### src/rtl/decode_ctrl.sv
// Fetch-to-decode handoff: a two-entry in-order skid buffer with load-use hazard
// stalling and a saturating bubble counter.
module decode_ctrl #(
  parameter int XLEN = 32
) (
  input  logic            clk,
  input  logic            rst_n,
  input  logic            f_valid,
  output logic            f_ready,
  input  logic [XLEN-1:0] f_instr,
  input  logic [XLEN-1:0] f_pc,
  output logic            d_valid,
  input  logic            d_ready,
  output logic [XLEN-1:0] d_instr,
  output logic [XLEN-1:0] d_pc,
  input  logic            ex_valid,
  input  logic            ex_is_load,
  input  logic [4:0]      ex_rd,
  input  logic            flush,
  output logic [15:0]     stall_cnt
);

  typedef enum logic [1:0] {EMPTY, ONE, FULL} state_e;

  localparam logic [6:0] OPC_LUI    = 7'b0110111;
  localparam logic [6:0] OPC_AUIPC  = 7'b0010111;
  localparam logic [6:0] OPC_JAL    = 7'b1101111;
  localparam logic [6:0] OPC_OP_IMM = 7'b0010011;
  localparam logic [6:0] OPC_LOAD   = 7'b0000011;
  localparam logic [6:0] OPC_JALR   = 7'b1100111;

  state_e          state_q;
  logic [XLEN-1:0] head_instr_q, head_pc_q;
  logic [XLEN-1:0] skid_instr_q, skid_pc_q;
  logic [15:0]     stall_cnt_q;

  logic       push, pop, hazard, not_empty;
  logic       uses_rs1, uses_rs2;
  logic [6:0] opcode;
  logic [4:0] rs1, rs2;

  assign opcode    = head_instr_q[6:0];
  assign rs1       = head_instr_q[19:15];
  assign rs2       = head_instr_q[24:20];
  assign not_empty = (state_q != EMPTY);

  // NOTE: every signal written in always_comb gets a default first, so no path
  // through the case can leave it unassigned and infer a latch.
  always_comb begin
    uses_rs1 = 1'b1;
    uses_rs2 = 1'b1;
    unique case (opcode)
      OPC_LUI, OPC_AUIPC, OPC_JAL: begin
        uses_rs1 = 1'b0;
        uses_rs2 = 1'b0;
      end
      OPC_OP_IMM, OPC_LOAD, OPC_JALR: uses_rs2 = 1'b0;
      default: ;
    endcase
  end

  assign hazard = ex_valid && ex_is_load && (ex_rd != 5'd0) &&
                  ((uses_rs1 && (ex_rd == rs1)) || (uses_rs2 && (ex_rd == rs2)));

  // f_ready comes from registered state only, so d_ready never reaches fetch.
  assign f_ready   = (state_q != FULL);
  assign d_valid   = not_empty && !hazard && !flush;
  assign d_instr   = not_empty ? head_instr_q : '0;
  assign d_pc      = not_empty ? head_pc_q : '0;
  assign stall_cnt = stall_cnt_q;

  assign push = f_valid && f_ready;
  assign pop  = d_valid && d_ready;

  // NOTE: sequential state uses non-blocking assignments so every register in
  // this block samples the pre-edge values of the others.
  always_ff @(posedge clk or negedge rst_n) begin
    if (!rst_n) begin
      state_q      <= EMPTY;
      head_instr_q <= '0;
      head_pc_q    <= '0;
      skid_instr_q <= '0;
      skid_pc_q    <= '0;
      stall_cnt_q  <= '0;
    end else begin
      if (not_empty && hazard && !flush && (stall_cnt_q != 16'hFFFF))
        stall_cnt_q <= stall_cnt_q + 16'd1;

      if (flush) begin
        state_q <= EMPTY;
      end else begin
        unique case (state_q)
          EMPTY: if (push) begin
            state_q      <= ONE;
            head_instr_q <= f_instr;
            head_pc_q    <= f_pc;
          end
          ONE: begin
            if (push && pop) begin
              head_instr_q <= f_instr;
              head_pc_q    <= f_pc;
            end else if (push) begin
              state_q      <= FULL;
              skid_instr_q <= f_instr;
              skid_pc_q    <= f_pc;
            end else if (pop) begin
              state_q <= EMPTY;
            end
          end
          FULL: if (pop) begin
            state_q      <= ONE;
            head_instr_q <= skid_instr_q;
            head_pc_q    <= skid_pc_q;
          end
          default: state_q <= EMPTY;
        endcase
      end
    end
  end

endmodule

### config.mk
export PLATFORM = sky130hd
export DESIGN_NAME = decode_ctrl
export DESIGN_NICKNAME = d
export VERILOG_FILES = /design/src/rtl/decode_ctrl.sv
export SDC_FILE = /design/constraint.sdc
export NUM_CORES = 1
export LEC_CHECK = 0
export CELL_PAD_IN_SITES_DETAIL_PLACEMENT = 1
export CELL_PAD_IN_SITES_GLOBAL_PLACEMENT = 1
export CORE_ASPECT_RATIO = 0.9
export CORE_MARGIN = 4
export CORE_UTILIZATION = 41
export DETAILED_ROUTE_END_ITERATION = 10
export MAX_ROUTING_LAYER = met4
export PLACE_DENSITY_LB_ADDON = 0.2
export SLEW_MARGIN = 15
export SYNTH_ARGS = -nofsm -noshare
export SYNTH_HDL_FRONTEND = slang
export SYNTH_SLANG_ARGS = --single-unit
### constraint.sdc
create_clock -name clk -period 2.72 [get_ports clk]
set_clock_uncertainty 0.1 [all_clocks]
set_input_delay 0.272 -clock clk [delete_from_list [all_inputs] [get_ports clk]]
set_output_delay 0.272 -clock clk [all_outputs]
set_load 0.02 [all_outputs]
==> results_dict.tcl <==
set metrics [dict create \
    grt_setup_unrepaired "no" \
    final_cell_area_mm2 0.00959 \
    num_rows 45 \
    via_per_inst 5.25 \
    slowest_stage "clkdlybuf4s50_1" \
    netlist_area_mm2 0.00707 \
    antenna_cells 0 \
    hold_path.class "primary input to async pin" \
    dieArea_mm2 0.0194 \
    die_x_um 146 \
    synth_edf_count 0 \
    seqCellArea_mm2 0.00365 \
    hold_viol_final 0 \
    synthTopCellsByCount "mux2_2 (178), dfrtp_1 (146), nor2b_1 (66)" \
    slew_headroom_pct 64.6 \
    slowest_delay_ns 0.64 \
    overflow 0 \
    synth-seq-cells 146 \
    wl_met3_mm 1.01 \
    n_fill_cell 1680 \
    nets 771 \
    critPathLaunchType "register" \
    wire_per_inst_um 19.7 \
    finalCriticalPeriod_ns 2.54 \
    clockBufferDepth 2 \
    clockRootBuffer "clkbuf_16" \
    maxCapViolations 0 \
    status "complete, no violations" \
    htreeDepth 4 \
    critPathKind "register to output port" \
    worst_hold_slack_ns 0.268 \
    route.met2.wl_mm 8.93 \
    antenna_found_initial 0 \
    fin_crit_sh_pct 93.3 \
    area_delta_synth_final_pct 35.6 \
    hpwlAfterDp_mm 12.3 \
    cellLeakagePower_nw 3.91 \
    vdd.ir_drop.worst_v 0.000491 \
    maxSlewViolCount 0 \
    insertion_delay_ns 0.42 \
    worstPathArrival_ns 2.16 \
    postCtsSetupRepairBufs 0 \
    tightestPinTransition_ns 0.531 \
    synth.distinct_cells 35 \
    dr.max_layer_used "met4" \
    crit_chain "nor2_4, buf_12, nor2b_1, clkdlybuf4s50_1" \
    drive_above_1_share_pct 32.6 \
    ys_seq_area_share_pct 51.7 \
    wl_met1_mm 7.85 \
    track_usage_pct 19.6 \
    ys.flop_type "dfrtp_1" \
    grt_pass1_wl_mm 29.3 \
    drt_pass1_iterations 4 \
    grt_pass1_vias 5353 \
    coreArea_mm2 0.0169 \
    synth_top_area_cell "dfrtp_1" \
    avgSynthCellArea_um2 13.3 \
    drc 0 \
    synthArstFlopShare_pct 100 \
    worst-path-max-fanout 53 \
    post-route-util_pct 56.8 \
    critPathCaptureType "output port" \
    cellPowerDensity_mw_per_mm2 821 \
    yosysMostFrequentCell "mux2_2" \
    cp.required_ns 2.35 \
    wl_mm 18.0 \
    gp_congestion 0.780 \
    reg2reg_depth 7 \
    cts_tree "yes" \
    dpl_cell_area_mm2 0.00896 \
    grt_max_degree 67 \
    dieHeight_um 133 \
    ys_warn_count 0 \
    pin_count 158 \
    multiInputGateArea_mm2 0.00327 \
    syn_nets 608 \
    initial_core_util_pct 41.9 \
    fmax_ghz 0.394 \
    synth_top_cell_area_share_pct 51.7 \
    clkSinkCount 146 \
    io_buffers 157 \
    clkTransAtPathRegs_ns 0.07 \
    numCtsBuffers 17 \
    dr_total_vias 4815 \
    power_mw 7.87 \
    ant_nets 0 \
    setup_viol 0 \
    drt_iter0_drc 117 \
    synthCells 531 \
    synthTopCellsByArea "dfrtp_1 (52%), mux2_2 (28%), nor2b_1 (5.8%)" \
]
[where the power goes]
part,switching [mW],internal [mW],leakage (nW)
Combinational,0.895,1.25,1.84
Sequential,0.404,2.86,1.79
Clock,0.928,1.54,0.286
[what timing repair did]
| action | in CTS | in global routing |
|---|---|---|
| gates cloned | 0 | 0 |
| endpoints found under the hold margin | 53 | 0 |
| pin swaps | 0 | 0 |
| hold buffers | 1 | 0 |
| endpoints found under the setup margin | 1 | 1 |
| gates resized for setup | 1 | 4 |
[routing by layer]
metal | vias to the layer above | global-route usage (%)
met5 | - | -
met4 | 0 | 4.96
met3 | 18 | 5.99
met2 | 122 | 31.6
met1 | 2462 | 24.3
li1 | 2213 | -
[kinds of logic after synthesis]
kind of cell               Yosys count  synth area share, %
AOI/OAI and AO/OA                   17                 2.12
DFF                                146                 51.7
adders and majority gates            1                0.177
and+or+nand+nor                    118                 9.77
muxes                              193                 30.7
buffers and inverters               31                 2.44
xor gates and xnor gates            25                 3.10
[flip-flops by register name (all words and copies together) (netlist names)]
signal        count
state_q           2
skid_instr_q     32
head_instr_q     32
stall_cnt        16
skid_pc_q        32
head_pc_q        32
[critical path: cells and delay by family (launching register included)]
kind / cells / cell delay (ns)
flip-flops: 1 / 0.55
buffers and inverters: 2 / 0.83
AND/OR/NAND/NOR: 2 / 0.32
[area by class of cell]
cell class	instances	share of cell area, %
flip-flops and latches	146	38.1
well taps	211	2.75
clock buffers	19	4.52
multi-input cells	354	34.1
inverters	1	0.0391
clock inverters	12	1.89
repair buffers	174	18.6
[path summary, 6_finish.rpt]
| check | slack [ns] | start | end |
|---|---|---|---|
| worst min register to register | 0.38 | skid_pc_q[10] | skid_pc_q[10] |
| worst max register to register | 0.28 | head_instr_q[5] | head_instr_q[10] |
| min in group clk | 0.37 | f_pc[12] | skid_pc_q[12] |
| worst min-delay path | 0.27 | rst_n | stall_cnt[10] |
| max in group asynchronous | 1.42 | rst_n | head_instr_q[2] |
| worst max-delay path | 0.18 | state_q[0] | d_pc[25] |
[cell usage in the layout (no fill, tap or decap), drive strengths merged, types with 2 or more instances in the layout]
master         count
a31oi              4
xnor2              8
o2111ai            2
a21oi              4
nor2b             66
clkinvlp           4
nor3               9
and3               4
inv                3
clkbuf            20
nand2              5
nor2               9
xor2              17
nor4               3
nor3b              2
clkdlybuf4s50    155
mux2             193
nand3             10
bufinv             4
nand4              6
dfrtp            146
buf               17
a311oi             3
clkinv             2
[metrics by stage]
stage / setup slack, ns / setup TNS [ns] / instances
after floorplan: 0.381 / 0 / 531
after global placement: 0.0408 / 0 / 885
after detailed placement: -0.0564 / -1.60 / 885
after CTS: 0.0638 / 0 / 917
after global routing: 0.110 / 0 / 917
final: 0.183 / 0 / 917
No activity file was read; power rests on OpenSTA's default activity.
==> patch 1, RTL diff (same flow settings) <==
Set the parameter `XLEN` to 28 (it was 32).
--- a/src/rtl/decode_ctrl.sv
+++ b/src/rtl/decode_ctrl.sv
@@ -2,5 +2,5 @@
 // stalling and a saturating bubble counter.
 module decode_ctrl #(
-  parameter int XLEN = 32
+  parameter int XLEN = 28
 ) (
   input  logic            clk,
Interface: changed (resized d_instr, d_pc, f_instr and f_pc); port bits go from 158 to 142. No check against the original RTL was run, so the function may have changed too.
==> patch 1 against the unedited design <==
  * Final cell count increased by 5.3%
  * Critical endpoint is now skid_pc_q[25]$_DFFE_PN0P_
  * Critical path type is now reg -> reg
  * Sequential share of layout area decreased by 1.5 points
  * Setup slack got worse by 0.055 ns
  * Register-to-register slack got worse by 0.15 ns
  * Largest power group unchanged
  * Wire length decreased by 0.36%
  * Sequential cell count decreased by 16
  * Power decreased by 20%
  * Design area decreased by 7.4%
  * Critical path depth increased by 5
  * Area after synthesis decreased by 7.9%
==> patch 1: results (changes against the unedited design) <==
fraction of the mapped netlist area in adder cells=0.192% (was 0.177%); Synth top cells by count=174 x nand2_1, 130 x dfrtp_1, 58 x nor2b_1 (was 178 x mux2_2, 146 x dfrtp_1, 66 x nor2b_1); CP max stage delay=0.41 ns (was 0.64 ns); Int Power=0.00452 W (was 0.00564 W); Clock Power=0.00218 W (was 0.00246 W); crit-path leading delay family=compound AO/OA/AOI/OAI gates (was buffers and inverters); H-tree depth=4 (unchanged); VDD IR max=438 uV (was 491 uV); clock slew at reported path FFs=0.06 ns; Detail Placement HPWL=12.1 mm (was 12.3 mm); vias in the first global route=5603 (was 5353); Comb pwr share=22.6% (was 27.2%); Synth Area in Compound Gates=1.46% (was 2.12%); cell leakage power=4.00 nW (was 3.91 nW); Main synth FF type=dfrtp_1 (unchanged); Slew headroom=53.2% (was 64.6%); Crit Path Max Fanout=18 (was 53); Cell Count, Final, Fillers Out=966 (was 917); average cell area after synthesis=10.9 um2 (was 13.3 um2); Final nets=820 (was 771); initial antenna violation count=0 (unchanged); fill cell count=1619 (was 1680); drt pass-1 iters=4 (unchanged); R2R cell count=9 (was 7); GRT Util Overall=21.2% (was 19.6%); Setup WS pre-CTS=-0.306 ns (was -0.0564 ns); Post-Synth XOR/XNOR Area=3.36% (was 3.10%); routability cong.=0.827 (was 0.780); post-synthesis mux area share=21.8% (was 30.7%); share of post-route cells with drive strength above 1=18.2% (was 32.6%); Final Hold Fails=0 (unchanged); largest net degree at the start of global routing=58 (was 67); initial DRC count=214 (was 117); PwrDens=706 mW/mm2 (was 821 mW/mm2); outcome=completed (unchanged); DP Area=0.00823 mm2 (was 0.00896 mm2); Antenna diodes=0 (unchanged); Syn Nets=666 (was 608); global-route wire length before repair=29.5 mm (was 29.3 mm); Vias per Instance=5.09 (was 5.25); CP max-delay cell=dfrtp_1 (was clkdlybuf4s50_1); Port-buffer cells=141 (was 157); sequential cell area fraction in the yosys report=49.9% (was 51.7%); final WL=18.0 mm (about the same); Yosys cell types=40 (was 35); top post-synthesis cells by area=dfrtp_1 50%, nand2_1 10%, mux2_4 9.2%, mux2_1 6.9%, mux2_2 5.7% (was dfrtp_1 52%, mux2_2 28%, nor2b_1 5.8%, mux2_1 2.4%, xor2_1 2.1%); Placed Cells=927 (was 885); WP data arrival=2.78 ns (was 2.16 ns)
-- patch 1: cell type report --
cell class                      count  area [um2]  share of cell area (%)
Tap cell                          202         253                    2.85
Inverter                            6        22.5                   0.254
Clock buffer                       20         457                    5.14
Multi-Input combinational cell    428        3080                    34.7
Clock inverter                     12         109                    1.23
Timing Repair Buffer              168        1700                    19.2
Sequential cell                   130        3250                    36.6
-- patch 1: worst paths after layout --
check	startpoint	endpoint	slack (ns)
worst min-delay path	rst_n	head_instr_q[7]$_DFFE_PN0P_	0.28
worst max-delay path	head_instr_q[4]$_DFFE_PN0P_	skid_pc_q[25]$_DFFE_PN0P_	0.13
max in group asynchronous	rst_n	skid_pc_q[21]$_DFFE_PN0P_	1.50
worst min register to register	skid_pc_q[16]$_DFFE_PN0P_	skid_pc_q[16]$_DFFE_PN0P_	0.39
min in group clk	f_pc[24]	skid_pc_q[24]$_DFFE_PN0P_	0.38
worst max register to register	head_instr_q[4]$_DFFE_PN0P_	skid_pc_q[25]$_DFFE_PN0P_	0.13
-- patch 1: what timing repair did --
item	in CTS	in global routing
endpoints found under the hold margin	52	0
hold buffers	1	0
pin swaps	0	2
gates resized for setup	2	2
setup endpoints to repair	3	77
gates cloned	0	1
buffers inserted	0	5
-- patch 1: routing by layer --
metal | up-vias | GRT usage [%] | share of wire [%]
li1 | 2285 | - | -
met3 | 17 | 5.43 | 3.7
met1 | 2518 | 25.1 | 43
met4 | 0 | 5.47 | 1.1
met5 | - | - | 0
met2 | 94 | 36.4 | 52
-- patch 1: logic make-up (layout without fill, tap and decap cells) --
logic type                 Yosys count  count (layout)
DFF                                130             130
adders and majority gates            1               1
muxes                              113             113
xor gates and xnor gates            25              25
and+or+nand+nor                    277             277
buffers and inverters               39             206
AOI/OAI and AO/OA                   12              12
==> patch 2, RTL diff (config.mk and constraints unchanged) <==
Made on the original files. Encoding of `state_e`: now one-hot (3 bits for 3 states).
--- a/src/rtl/decode_ctrl.sv
+++ b/src/rtl/decode_ctrl.sv
@@ -21,5 +21,5 @@
 );
 
-  typedef enum logic [1:0] {EMPTY, ONE, FULL} state_e;
+  typedef enum logic [2:0] {EMPTY = 3'b001, ONE = 3'b010, FULL = 3'b100} state_e;
 
   localparam logic [6:0] OPC_LUI    = 7'b0110111;
Function: same outputs for any inputs over 4 cycles, from zero or initial values and one cycle with rst_n low; so few cycles prove little.
==> patch 2 against the unedited design <==
  * The run now ends with negative setup slack left
  * Design area up 22%
  * Register-to-register slack got worse by 0.54 ns
  * Sequential cell count increased by 1
  * Wire length up 82%
  * Area after synthesis rose by 5.3%
  * Via count is 53% higher
  * Power fell by 5.3%
  * Non-clock buffer count grew 62
  * Setup slack worse by 0.44 ns
  * Largest cell class is now multi-input combinational cells
==> patch 2: results (changes against the unedited design) <==
global-route wire length before repair=40.7 mm (was 29.3 mm); routability cong.=0.850 (was 0.780); failing checks=negative setup slack; Post-Synth XOR/XNOR Area=2.82% (was 3.10%); DP Area=0.00960 mm2 (was 0.00896 mm2); largest net degree at the start of global routing=70 (was 67); fin worst setup slack=-0.255 ns (was 0.183 ns); Placed Cells=1146 (was 885); GRT Util Overall=26.0% (was 19.6%); initial DRC count=503 (was 117); Final setup viols=145 (was 0); Slew headroom=48.7% (was 64.6%); CP max stage delay=0.52 ns (was 0.64 ns); Critical Path RT=2.96 ns (was 2.35 ns); Via Count=7375 (was 4815); outcome=finished, violations left (was completed); r2r setup slk=-0.26 ns (was 0.28 ns); grt met1 use=34.1% (was 24.3%); crit-path leading delay family=compound AO/OA/AOI/OAI gates (was buffers and inverters); kind of critical path=reg -> reg (was reg -> out); Post-CTS Resized=52 (was 1); Setup WS pre-CTS=-0.447 ns (was -0.0564 ns); routed wl met3=2.01 mm (was 1.01 mm); WL met2=16.6 mm (was 8.93 mm); fraction of the mapped netlist area in adder cells=0.168% (was 0.177%); cell leakage power=5.86 nW (was 3.91 nW); post-synthesis mux area share=9.98% (was 30.7%)
patch 2: changes by cell type after synthesis, moves of 40 or more:
cell       delta
clkbuf_1     +40
o21ai_0      +55
mux2_1       +45
nor3_1       +67
nand2_1     +135
a2bb2oi_1    +64
mux2_2      -172
patch 2: cell type report:
| cell class | count | area [um2] |
|---|---|---|
| clock buffer | 18 | 439 |
| clock inverter | 13 | 185 |
| fill | 1827 | 6000 |
| inverter | 5 | 18.8 |
| multi-input combinational | 546 | 4290 |
| sequential | 147 | 3680 |
| tap | 240 | 300 |
| timing repair buffer | 236 | 2810 |
patch 2: cells by family after synthesis:
logic type | Yosys count
AOI/OAI and AO/OA | 139
xor gates and xnor gates | 24
adders and majority gates | 1
buffers and inverters | 69
DFF | 147
muxes | 66
and+or+nand+nor | 316
patch 2: power breakdown:
part | internal [W] | switching [W]
combinational | 0.00102 | 0.00105
clock | 0.00156 | 0.00102
sequential | 0.00253 | 0.000263
